--- config.mk ---
export PLATFORM = sky130hd
export DESIGN_NAME = spi_register_controller
export DESIGN_NICKNAME = d
export VERILOG_FILES = /design/src/rtl/spi_register_controller_pkg.sv /design/src/rtl/spi_register_controller_sync_ff.sv /design/src/rtl/spi_register_controller.sv
export SDC_FILE = /design/constraint.sdc
export NUM_CORES = 1
export LEC_CHECK = 0
export CORE_ASPECT_RATIO = 0.7
export CORE_MARGIN = 2
export CORE_UTILIZATION = 25
export CTS_CLUSTER_SIZE = 25
export DETAILED_ROUTE_END_ITERATION = 12
export MAX_ROUTING_LAYER = met4
export PLACE_DENSITY = 0.46
export SLEW_MARGIN = 10
export SYNTH_ARGS = -nofsm -noshare
export SYNTH_HDL_FRONTEND = slang
export SYNTH_SLANG_ARGS = --single-unit
--- constraint.sdc ---
create_clock -name i_Clock -period 2.7 [get_ports i_Clock]
set_input_delay 0.27 -clock i_Clock [delete_from_list [all_inputs] [get_ports i_Clock]]
set_output_delay 0.27 -clock i_Clock [all_outputs]
set_load 0.01 [all_outputs]
--- src/rtl/spi_register_controller_pkg.sv ---
// spi_register_controller_pkg: frame field widths and controller state encoding
package spi_register_controller_pkg;
  localparam int SPI_HEADER_BITS = 16;
  localparam int SPI_DATA_BITS = 8;
  typedef enum logic [1:0] {IDLE, HEADER, DATA} SpiCtrlState_t;
endpackage

--- src/rtl/spi_register_controller_sync_ff.sv ---
// sync_ff: SYNC_STAGES-deep single-bit synchronizer with selectable reset value
module sync_ff #(
  parameter int SYNC_STAGES = 2,
  parameter logic RESET_VALUE = 1'b0
) (
  input  logic i_Clock,
  input  logic i_Reset_n,
  input  logic d,
  output logic q
);
  logic [SYNC_STAGES-1:0] sr;
  always_ff @(posedge i_Clock or negedge i_Reset_n)
    if (!i_Reset_n) sr <= {SYNC_STAGES{RESET_VALUE}};
    else sr <= {sr[SYNC_STAGES-2:0], d};
  assign q = sr[SYNC_STAGES-1];
endmodule

--- src/rtl/spi_register_controller.sv ---
// spi_register_controller: mode-0 SPI frames decoded into single-cycle register writes
module spi_register_controller
  import spi_register_controller_pkg::*;
#(
  parameter int SYNC_STAGES = 2,
  parameter bit ADDR_AUTO_INCREMENT = 1'b1
) (
  input  logic        i_Clock,
  input  logic        i_Reset_n,
  input  logic        i_SpiSck,
  input  logic        i_SpiCs_n,
  input  logic        i_SpiMosi,
  output logic        o_RegisterWriteEnable,
  output logic [15:0] o_RegisterWriteNumber,
  output logic [7:0]  o_RegisterWriteValue,
  output logic        o_FrameError,
  output logic        o_Busy
);
  logic sck_s, cs_s, mosi_s, sck_prev, cs_prev, armed, flushed;
  logic sck_rise, cs_fall, cs_rise;
  logic [7:0] fill;
  SpiCtrlState_t state, state_n;
  logic [3:0] cnt, cnt_n;
  logic [SPI_HEADER_BITS-2:0] hdr_sr, hdr_n;
  logic [SPI_DATA_BITS-2:0] dat_sr, dat_n;
  logic [15:0] num, num_n, wnum_n;
  logic [7:0] wval_n;
  logic we_n, err_n, busy_n;

  sync_ff #(.SYNC_STAGES(SYNC_STAGES), .RESET_VALUE(1'b0)) u_sck (
    .i_Clock(i_Clock), .i_Reset_n(i_Reset_n), .d(i_SpiSck), .q(sck_s));
  sync_ff #(.SYNC_STAGES(SYNC_STAGES), .RESET_VALUE(1'b1)) u_cs (
    .i_Clock(i_Clock), .i_Reset_n(i_Reset_n), .d(i_SpiCs_n), .q(cs_s));
  sync_ff #(.SYNC_STAGES(SYNC_STAGES), .RESET_VALUE(1'b0)) u_mosi (
    .i_Clock(i_Clock), .i_Reset_n(i_Reset_n), .d(i_SpiMosi), .q(mosi_s));

  // Synchronizer outputs carry reset values until the pins have propagated;
  // CS must then be seen high before a falling edge can open a frame.
  assign flushed = fill == 8'(SYNC_STAGES);
  always_ff @(posedge i_Clock or negedge i_Reset_n)
    if (!i_Reset_n) begin
      sck_prev <= 1'b0;
      cs_prev  <= 1'b1;
      armed    <= 1'b0;
      fill     <= '0;
    end else begin
      sck_prev <= sck_s;
      cs_prev  <= cs_s;
      armed    <= armed | (flushed & cs_s);
      fill     <= flushed ? fill : fill + 8'd1;
    end

  assign sck_rise = sck_s & ~sck_prev;
  assign cs_fall  = armed & cs_prev & ~cs_s;
  assign cs_rise  = armed & ~cs_prev & cs_s;

  always_comb begin
    state_n = state;
    cnt_n   = cnt;
    hdr_n   = hdr_sr;
    dat_n   = dat_sr;
    num_n   = num;
    wnum_n  = o_RegisterWriteNumber;
    wval_n  = o_RegisterWriteValue;
    we_n    = 1'b0;
    err_n   = 1'b0;
    busy_n  = o_Busy;
    unique case (state)
      IDLE: begin
        cnt_n = '0;
        if (cs_fall) begin
          state_n = HEADER;
          busy_n  = 1'b1;
        end
      end
      HEADER, DATA: begin
        // A CS rise in the same cycle as an SCK rise discards that bit
        if (cs_rise) begin
          state_n = IDLE;
          busy_n  = 1'b0;
          err_n   = cnt != 4'd0;
          cnt_n   = '0;
        end else if (sck_rise && state == HEADER) begin
          hdr_n   = {hdr_sr[SPI_HEADER_BITS-3:0], mosi_s};
          cnt_n   = cnt == 4'(SPI_HEADER_BITS-1) ? 4'd0 : cnt + 4'd1;
          num_n   = cnt == 4'(SPI_HEADER_BITS-1) ? {hdr_sr, mosi_s} : num;
          state_n = cnt == 4'(SPI_HEADER_BITS-1) ? DATA : HEADER;
        end else if (sck_rise) begin
          dat_n = {dat_sr[SPI_DATA_BITS-3:0], mosi_s};
          cnt_n = cnt == 4'(SPI_DATA_BITS-1) ? 4'd0 : cnt + 4'd1;
          if (cnt == 4'(SPI_DATA_BITS-1)) begin
            we_n   = 1'b1;
            wnum_n = num;
            wval_n = {dat_sr, mosi_s};
            num_n  = num + 16'(ADDR_AUTO_INCREMENT);
          end
        end
      end
      default: state_n = IDLE;
    endcase
  end

  always_ff @(posedge i_Clock or negedge i_Reset_n)
    if (!i_Reset_n) begin
      state                 <= IDLE;
      cnt                   <= '0;
      hdr_sr                <= '0;
      dat_sr                <= '0;
      num                   <= '0;
      o_RegisterWriteEnable <= 1'b0;
      o_RegisterWriteNumber <= '0;
      o_RegisterWriteValue  <= '0;
      o_FrameError          <= 1'b0;
      o_Busy                <= 1'b0;
    end else begin
      state                 <= state_n;
      cnt                   <= cnt_n;
      hdr_sr                <= hdr_n;
      dat_sr                <= dat_n;
      num                   <= num_n;
      o_RegisterWriteEnable <= we_n;
      o_RegisterWriteNumber <= wnum_n;
      o_RegisterWriteValue  <= wval_n;
      o_FrameError          <= err_n;
      o_Busy                <= busy_n;
    end
endmodule

==> flow_summary_export.csv, run 1 <==
group,metric,value,unit
synth,synth-simple-area-share,11.2,%
detailed_routing,first_pass_iters,4,
worst_hold_path,hold_depth,1,
worst_setup_path,cp_max_fo,25,
detailed_routing,routed-via-count,2547,
worst_setup_path,critical-path-max-stage-delay,0.41,ns
synth,syn_area,3860,um2
cells_and_area,final_nets,362,
floorplanning,die_x,153,um
synth,synth_edf_count,0,
flow_run,max_cap_violations,0,
sta,finalSetupViolations,0,
sta,finalCritPeriodShare,86.5,%
sta,rsz0062_at_grt,"false",
floorplanning,io_pins,32,
worst_setup_path,cp.required,2.92,ns
synth,async_flop_share,100,%
sta,finClkSkew,0.00668,ns
worst_setup_path,critPathSlowestCell,"ha_1",
synth,synth_top_family_by_area,"multiplexers",
sta,tightest_slew,0.550,ns
worst_setup_path,worstSetupPathType,"register to register",
cells_and_area,final_common_cell,"dfrtp_1",
synth,synth_mux_area_share,14.2,%
clocking,cts_buffer_depth,2,
worst_setup_path,crit_path_end_kind,"register",
cells_and_area,layout_common_cells,"dfrtp_1 (85), mux2_2 (47), clkdlybuf4s50_1 (30)",
sta,fin_crit,2.34,ns
global_route,grt_max_degree,47,
placement,dp_hpwl,5.47,mm
clocking,cts_tree,"built",
detailed_routing,wl_per_cell,14.5,um
sta,tns,0,ns
synth,syn_inst,314,
sta,hold_violations,0,
global_route,overflow,0,
clocking,cts-resized-gates,0,
status,status,"finished, final reports clean",
placement,globalplace.congestion,0.764,
clocking,clock-sinks,88,
synth,yosysWarnings,0,
detailed_routing,drc_errors,0,
placement,port_buffers,31,
global_route,track_usage,10.4,%
worst_setup_path,critPathLaunchType,"register",
sta,slew_violations,0,
worst_hold_path,hold_class,"input pin to register",
detailed_routing,antenna_left,0,
cells_and_area,fin_util,31.6,%
synth,synth_compound_area_share,10.5,%
synth,yosysUniqueCellTypes,45,
worst_setup_path,critPathArrivalTime,2.55,ns
worst_hold_path,min-delay-start,"i_SpiCs_n",
global_route,grt_pass1_vias,2469,
worst_setup_path,crit-reg2reg-launch,"state[1]",
sta,max_freq,0.428,GHz
synth,synth-main-ff-cell,"dfrtp_1",
worst_setup_path,r2r_setup_slack,0.36,ns
global_route,grt_pass1_wl,13.3,mm
cells_and_area,syn2layout_area_growth,22.1,%
sta,relSlewSlack,63.4,%
synth,synth_xor_xnor_area_share,1.81,%
clocking,worstSkewPairLatency,0.33,ns
clocking,cts-htree-levels,3,
detailed_routing,vias_per_cell,4.64,
worst_setup_path,reg2reg_to,"o_RegisterWriteNumber[7]",
pwr,power_density,661,nW/um2
floorplanning,num_rows,37,
placement,pre_cts_ws,0.387,ns
worst_setup_path,worstRegToRegCells,7,
clocking,cts_buffers,9,
sta,setup_slack,0.364,ns
cells_and_area,final_layout_size_suffix_gt1_share,21.5,%
clocking,clock_tree.root_cell,"clkbuf_16",
synth,syn-num-nets,327,
detailed_routing,drtIter0Drc,158,
pwr,total_power,3110,uW
synth,yosysSeqAreaShare,57.1,%
pwr,p_leak,0.00207,uW
worst_hold_path,whs_endpoint,"u_cs.sr[0]",
floorplanning,core_area,14900,um2
worst_setup_path,cp_cell_sequence,"inv_1 -> ha_1 -> and3b_1 -> and3_1 -> nor3b_4 -> buf_4 -> mux2_2",
clocking,clk_pin_slew_worst_paths,0.06,ns
cells_and_area,diodes,0,
floorplanning,fp.dieH,108,um
global_route,antenna_found_initial,0,
floorplanning,dieArea,16500,um2
synth,synth-adder-area-share,2.59,%
floorplanning,initial_core_util,25.9,%
detailed_routing,wirelength,7.97,mm
pwr,peakVddDrop,277,uV
synth,syn_avg_cell_area,12.3,um2
synth,ys_ff_latch,88,
==> metal layers <==
layer	routed length, um	track usage (%)
met5	0	-
met1	4130	14.7
met3	257	2.97
met4	80	2.78
met2	3500	14.7
==> area by class of cell <==
cell class / count / area, um2
Inverter: 7 / 26.3
Fill cell: 1547 / 10200
Tap cell: 195 / 244
Clock inverter: 7 / 72.6
Multi-Input combinational cell: 205 / 1570
Timing Repair Buffer: 38 / 375
Sequential cell: 88 / 2210
Clock buffer: 9 / 225
==> state kept, by name, summed over array words and instances (netlist names), 2 cells and up <==
signal	count
u_mosi.sr	2
o_RegisterWriteValue	8
dat_sr	7
state	2
u_sck.sr	2
o_RegisterWriteNumber	16
u_cs.sr	2
fill	8
hdr_sr	15
cnt	4
num	16
==> Yosys cell counts, types with 2 or more instances <==
cell type / n / area (um2)
a21oi_1: 22 / 110
buf_2: 2 / 10.0
and3_1: 7 / 43.8
xnor2_1: 7 / 61.3
a31oi_1: 2 / 12.5
nor2_1: 6 / 22.5
dfstp_2: 3 / 78.8
nand3_1: 16 / 80.1
and4_1: 2 / 17.5
or4_1: 2 / 15.0
nand4_1: 7 / 43.8
nand2b_1: 3 / 18.8
nand2_1: 17 / 63.8
and3b_1: 2 / 17.5
o22ai_1: 10 / 62.6
o31ai_1: 2 / 15.0
mux2i_1: 2 / 20.0
a211oi_1: 2 / 15.0
o21ai_0: 14 / 70.1
mux2_2: 47 / 529
nand3b_1: 4 / 30.0
ha_1: 8 / 100
a21o_1: 2 / 15.0
inv_1: 7 / 26.3
clkbuf_1: 9 / 33.8
dfrtp_1: 85 / 2130
a2bb2oi_1: 5 / 43.8
buf_6: 2 / 22.5
==> metrics by stage <==
stage	instance area, um2	std cells	hold slack [ns]
global placement	4410	532	0.311
floorplan	3860	314	-0.0256
global route	4710	549	0.324
CTS	4710	549	0.322
finish	4710	549	0.338
detailed placement	4410	532	0.310
==> report_power, final <==
group,switching [uW],total (uW),leakage [uW],internal (uW)
Clock,517,1230,0.000141,717
Sequential,72.7,1490,0.00118,1420
Combinational,207,386,0.000746,179
==> worst max path at each step <==
| stage | start | endpoint | slack, ns | cells after the start |
|---|---|---|---|---|
| global placement | state[0] | o_RegisterWriteNumber[15] | 0.45 | 7 |
| global route | state[1] | o_RegisterWriteNumber[5] | 0.22 | 7 |
| floorplan | state[0] | o_RegisterWriteNumber[10] | 0.45 | 8 |
| detailed placement | state[1] | o_RegisterWriteNumber[7] | 0.39 | 7 |
| finish | state[1] | o_RegisterWriteNumber[7] | 0.36 | 7 |
| CTS | state[1] | o_RegisterWriteNumber[7] | 0.37 | 7 |
==> repair_timing <==
| item | CTS | global route |
|---|---|---|
| buffers inserted | 0 | 0 |
| endpoints found under the hold margin | 42 | 0 |
| hold buffers | 1 | 0 |
==> critical path, delay by kind of cell, from the launching register on <==
kind                       cells  cell delay [ns]
DFF                            1             0.38
muxes                          1             0.38
buffers and inverters          2             0.41
and+or+nand+nor                3             0.61
adders and majority gates      1             0.41
==> cells by family (layout without fill, tap and decap cells) <==
kind of cell	after synthesis	count (layout)
fa+ha+maj	8	8
buf+inv	21	61
xor+xnor	8	8
flops	88	88
mux	49	49
simple gates	74	74
compound gates	66	66
No activity file was read; power rests on OpenSTA's default activity.
==> run 2: changes to the inputs <==
- CORE_UTILIZATION: 25 -> 55
- PLACE_DENSITY: 0.46 -> 0.81
==> flow_summary_export.csv, run 2 (synthesis results as in run 1) <==
group,metric,value,unit
status,status,"finished, final reports clean",
floorplanning,fp.dieH,74.1,um
detailed_routing,vias_per_cell,5.84,
detailed_routing,wl_per_cell,16.4,um
sta,rsz0062_at_grt,"false",
detailed_routing,wirelength,7.37,mm
sta,hold_violations,0,
worst_setup_path,critPathLaunchType,"register",
worst_setup_path,crit_path_end_kind,"register",
pwr,p_leak,0.00203,uW
detailed_routing,first_pass_iters,4,
cells_and_area,final_nets,363,
global_route,grt_max_degree,88,
floorplanning,initial_core_util,56.9,%
floorplanning,die_x,104,um
floorplanning,core_area,6790,um2
clocking,cts_tree,"built",
detailed_routing,drc_errors,0,
cells_and_area,layout_common_cells,"dfrtp_1 (85), mux2_2 (47), clkdlybuf4s50_1 (30)",
detailed_routing,routed-via-count,2622,
sta,slew_violations,0,
global_route,track_usage,21.5,%
sta,finalCritPeriodShare,84.1,%
placement,dp_hpwl,4.96,mm
cells_and_area,final_area,4490,um2
worst_hold_path,hold_class,"input pin to asynchronous set/reset pin",
detailed_routing,antenna_left,0,
cells_and_area,reg.largest.list,"num (16), o_RegisterWriteNumber (16), hdr_sr (15)",
pwr,peakVddDrop,444,uV
detailed_routing,drtIter0Drc,214,
clocking,worstSkewPairLatency,0.36,ns
cells_and_area,final_layout_size_suffix_gt1_share,21.7,%
clocking,cts_setup_buffers,0,
worst_setup_path,worstRegToRegCells,7,
clocking,clock-sinks,88,
floorplanning,dieArea,7720,um2
cells_and_area,fillCellCount,499,
placement,port_buffers,31,
sta,tightest_slew,1.05,ns
sta,finClkSkew,0.00983,ns
worst_setup_path,cp.required,2.95,ns
clocking,cts_buffer_depth,2,
cells_and_area,syn2layout_area_growth,16.3,%
worst_setup_path,r2r_setup_slack,0.43,ns
clocking,hold_buffers,0,
sta,fin_crit,2.27,ns
cells_and_area,diodes,0,
clocking,clk_pin_slew_worst_paths,0.09,ns
global_route,antenna_found_initial,0,
worst_setup_path,critPathArrivalTime,2.52,ns
floorplanning,num_rows,25,
sta,tns,0,ns
placement,dpl.cell_count,433,
clocking,cts-htree-levels,3,
placement,globalplace.congestion,0.851,
sta,max_freq,0.440,GHz
clocking,cts_buffers,9,
clocking,cts-resized-gates,0,
pwr,power_density,623,nW/um2
global_route,grt_pass1_vias,2589,
floorplanning,io_pins,32,
global_route,overflow,0,
cells_and_area,finalNonFillerCells,449,
sta,relSlewSlack,30.2,%
worst_setup_path,worstSetupPathType,"register to register",
worst_setup_path,cp_max_fo,18,
flow_run,max_cap_violations,0,
placement,dpl_cell_area,4280,um2
global_route,grt_pass1_wl,12.6,mm
clocking,clock_tree.root_cell,"clkbuf_8",
sta,whs,0.0909,ns
sta,finalSetupViolations,0,
cells_and_area,final_common_cell,"dfrtp_1",
## run 2: changes by cell type in the layout (fill, tap and decap cells not counted), sizes merged
cell         before  now
buf               7    9
dlygate4sd3       1    0
clkbuf            9   12
clkinv            4    1
## run 2: final cells by class
| cell class | instances | area [um2] | share of cell area [%] |
|---|---|---|---|
| inverters | 7 | 26.3 | 0.585 |
| multi-input cells | 205 | 1570 | 34.8 |
| flip-flops and latches | 88 | 2210 | 49.1 |
| well taps | 94 | 118 | 2.62 |
| clock inverters | 4 | 53.8 | 1.20 |
| clock buffers | 12 | 155 | 3.45 |
| repair buffers | 39 | 368 | 8.19 |
## run 2: metrics by stage
| stage | utilization (%) | setup slack, ns | total power, uW |
|---|---|---|---|
| after global placement | 63.1 | 0.529 | 1880 |
| after CTS | 66.2 | 0.422 | 2830 |
| after floorplan | - | 0.446 | 1770 |
| final | 66.2 | 0.428 | 2800 |
| after detailed placement | 63.1 | 0.441 | 1900 |
| after global routing | 66.2 | 0.248 | 2940 |
## run 2: power breakdown
group	switching, uW	leakage (uW)	internal, uW	total [uW]
Clock	443	0.0000988	480	923
Sequential	74.2	0.00118	1420	1490
Combinational	207	0.000748	175	382
Total	725	0.00203	2070	2800
## run 2: final timing paths
path,from,endpoint
worst min register to register,u_mosi.sr[0],u_mosi.sr[1]
worst min-delay path,i_Reset_n,hdr_sr[7]
worst max-delay path,state[0],o_RegisterWriteValue[6]
min in group i_Clock,i_SpiCs_n,u_cs.sr[0]
max in group asynchronous,i_Reset_n,u_cs.sr[1]
worst max register to register,state[0],o_RegisterWriteValue[6]
## run 2: worst max-delay path, stage by stage, from the launching register on
cell     delay [ns]
dfrtp_1        0.38
inv_1          0.07
ha_1           0.41
and3b_1        0.25
and3_1         0.19
nor3b_4        0.19
buf_4          0.29
mux2_2         0.37
## run 2: metal layers
layer | track usage (%) | vias to the layer above | wire length, um
met2 | 32.9 | 73 | 3380
li1 | - | 1226 | -
met1 | 29.0 | 1308 | 3480
met4 | 5.11 | 0 | 141
met3 | 6.13 | 15 | 365
met5 | - | - | 0
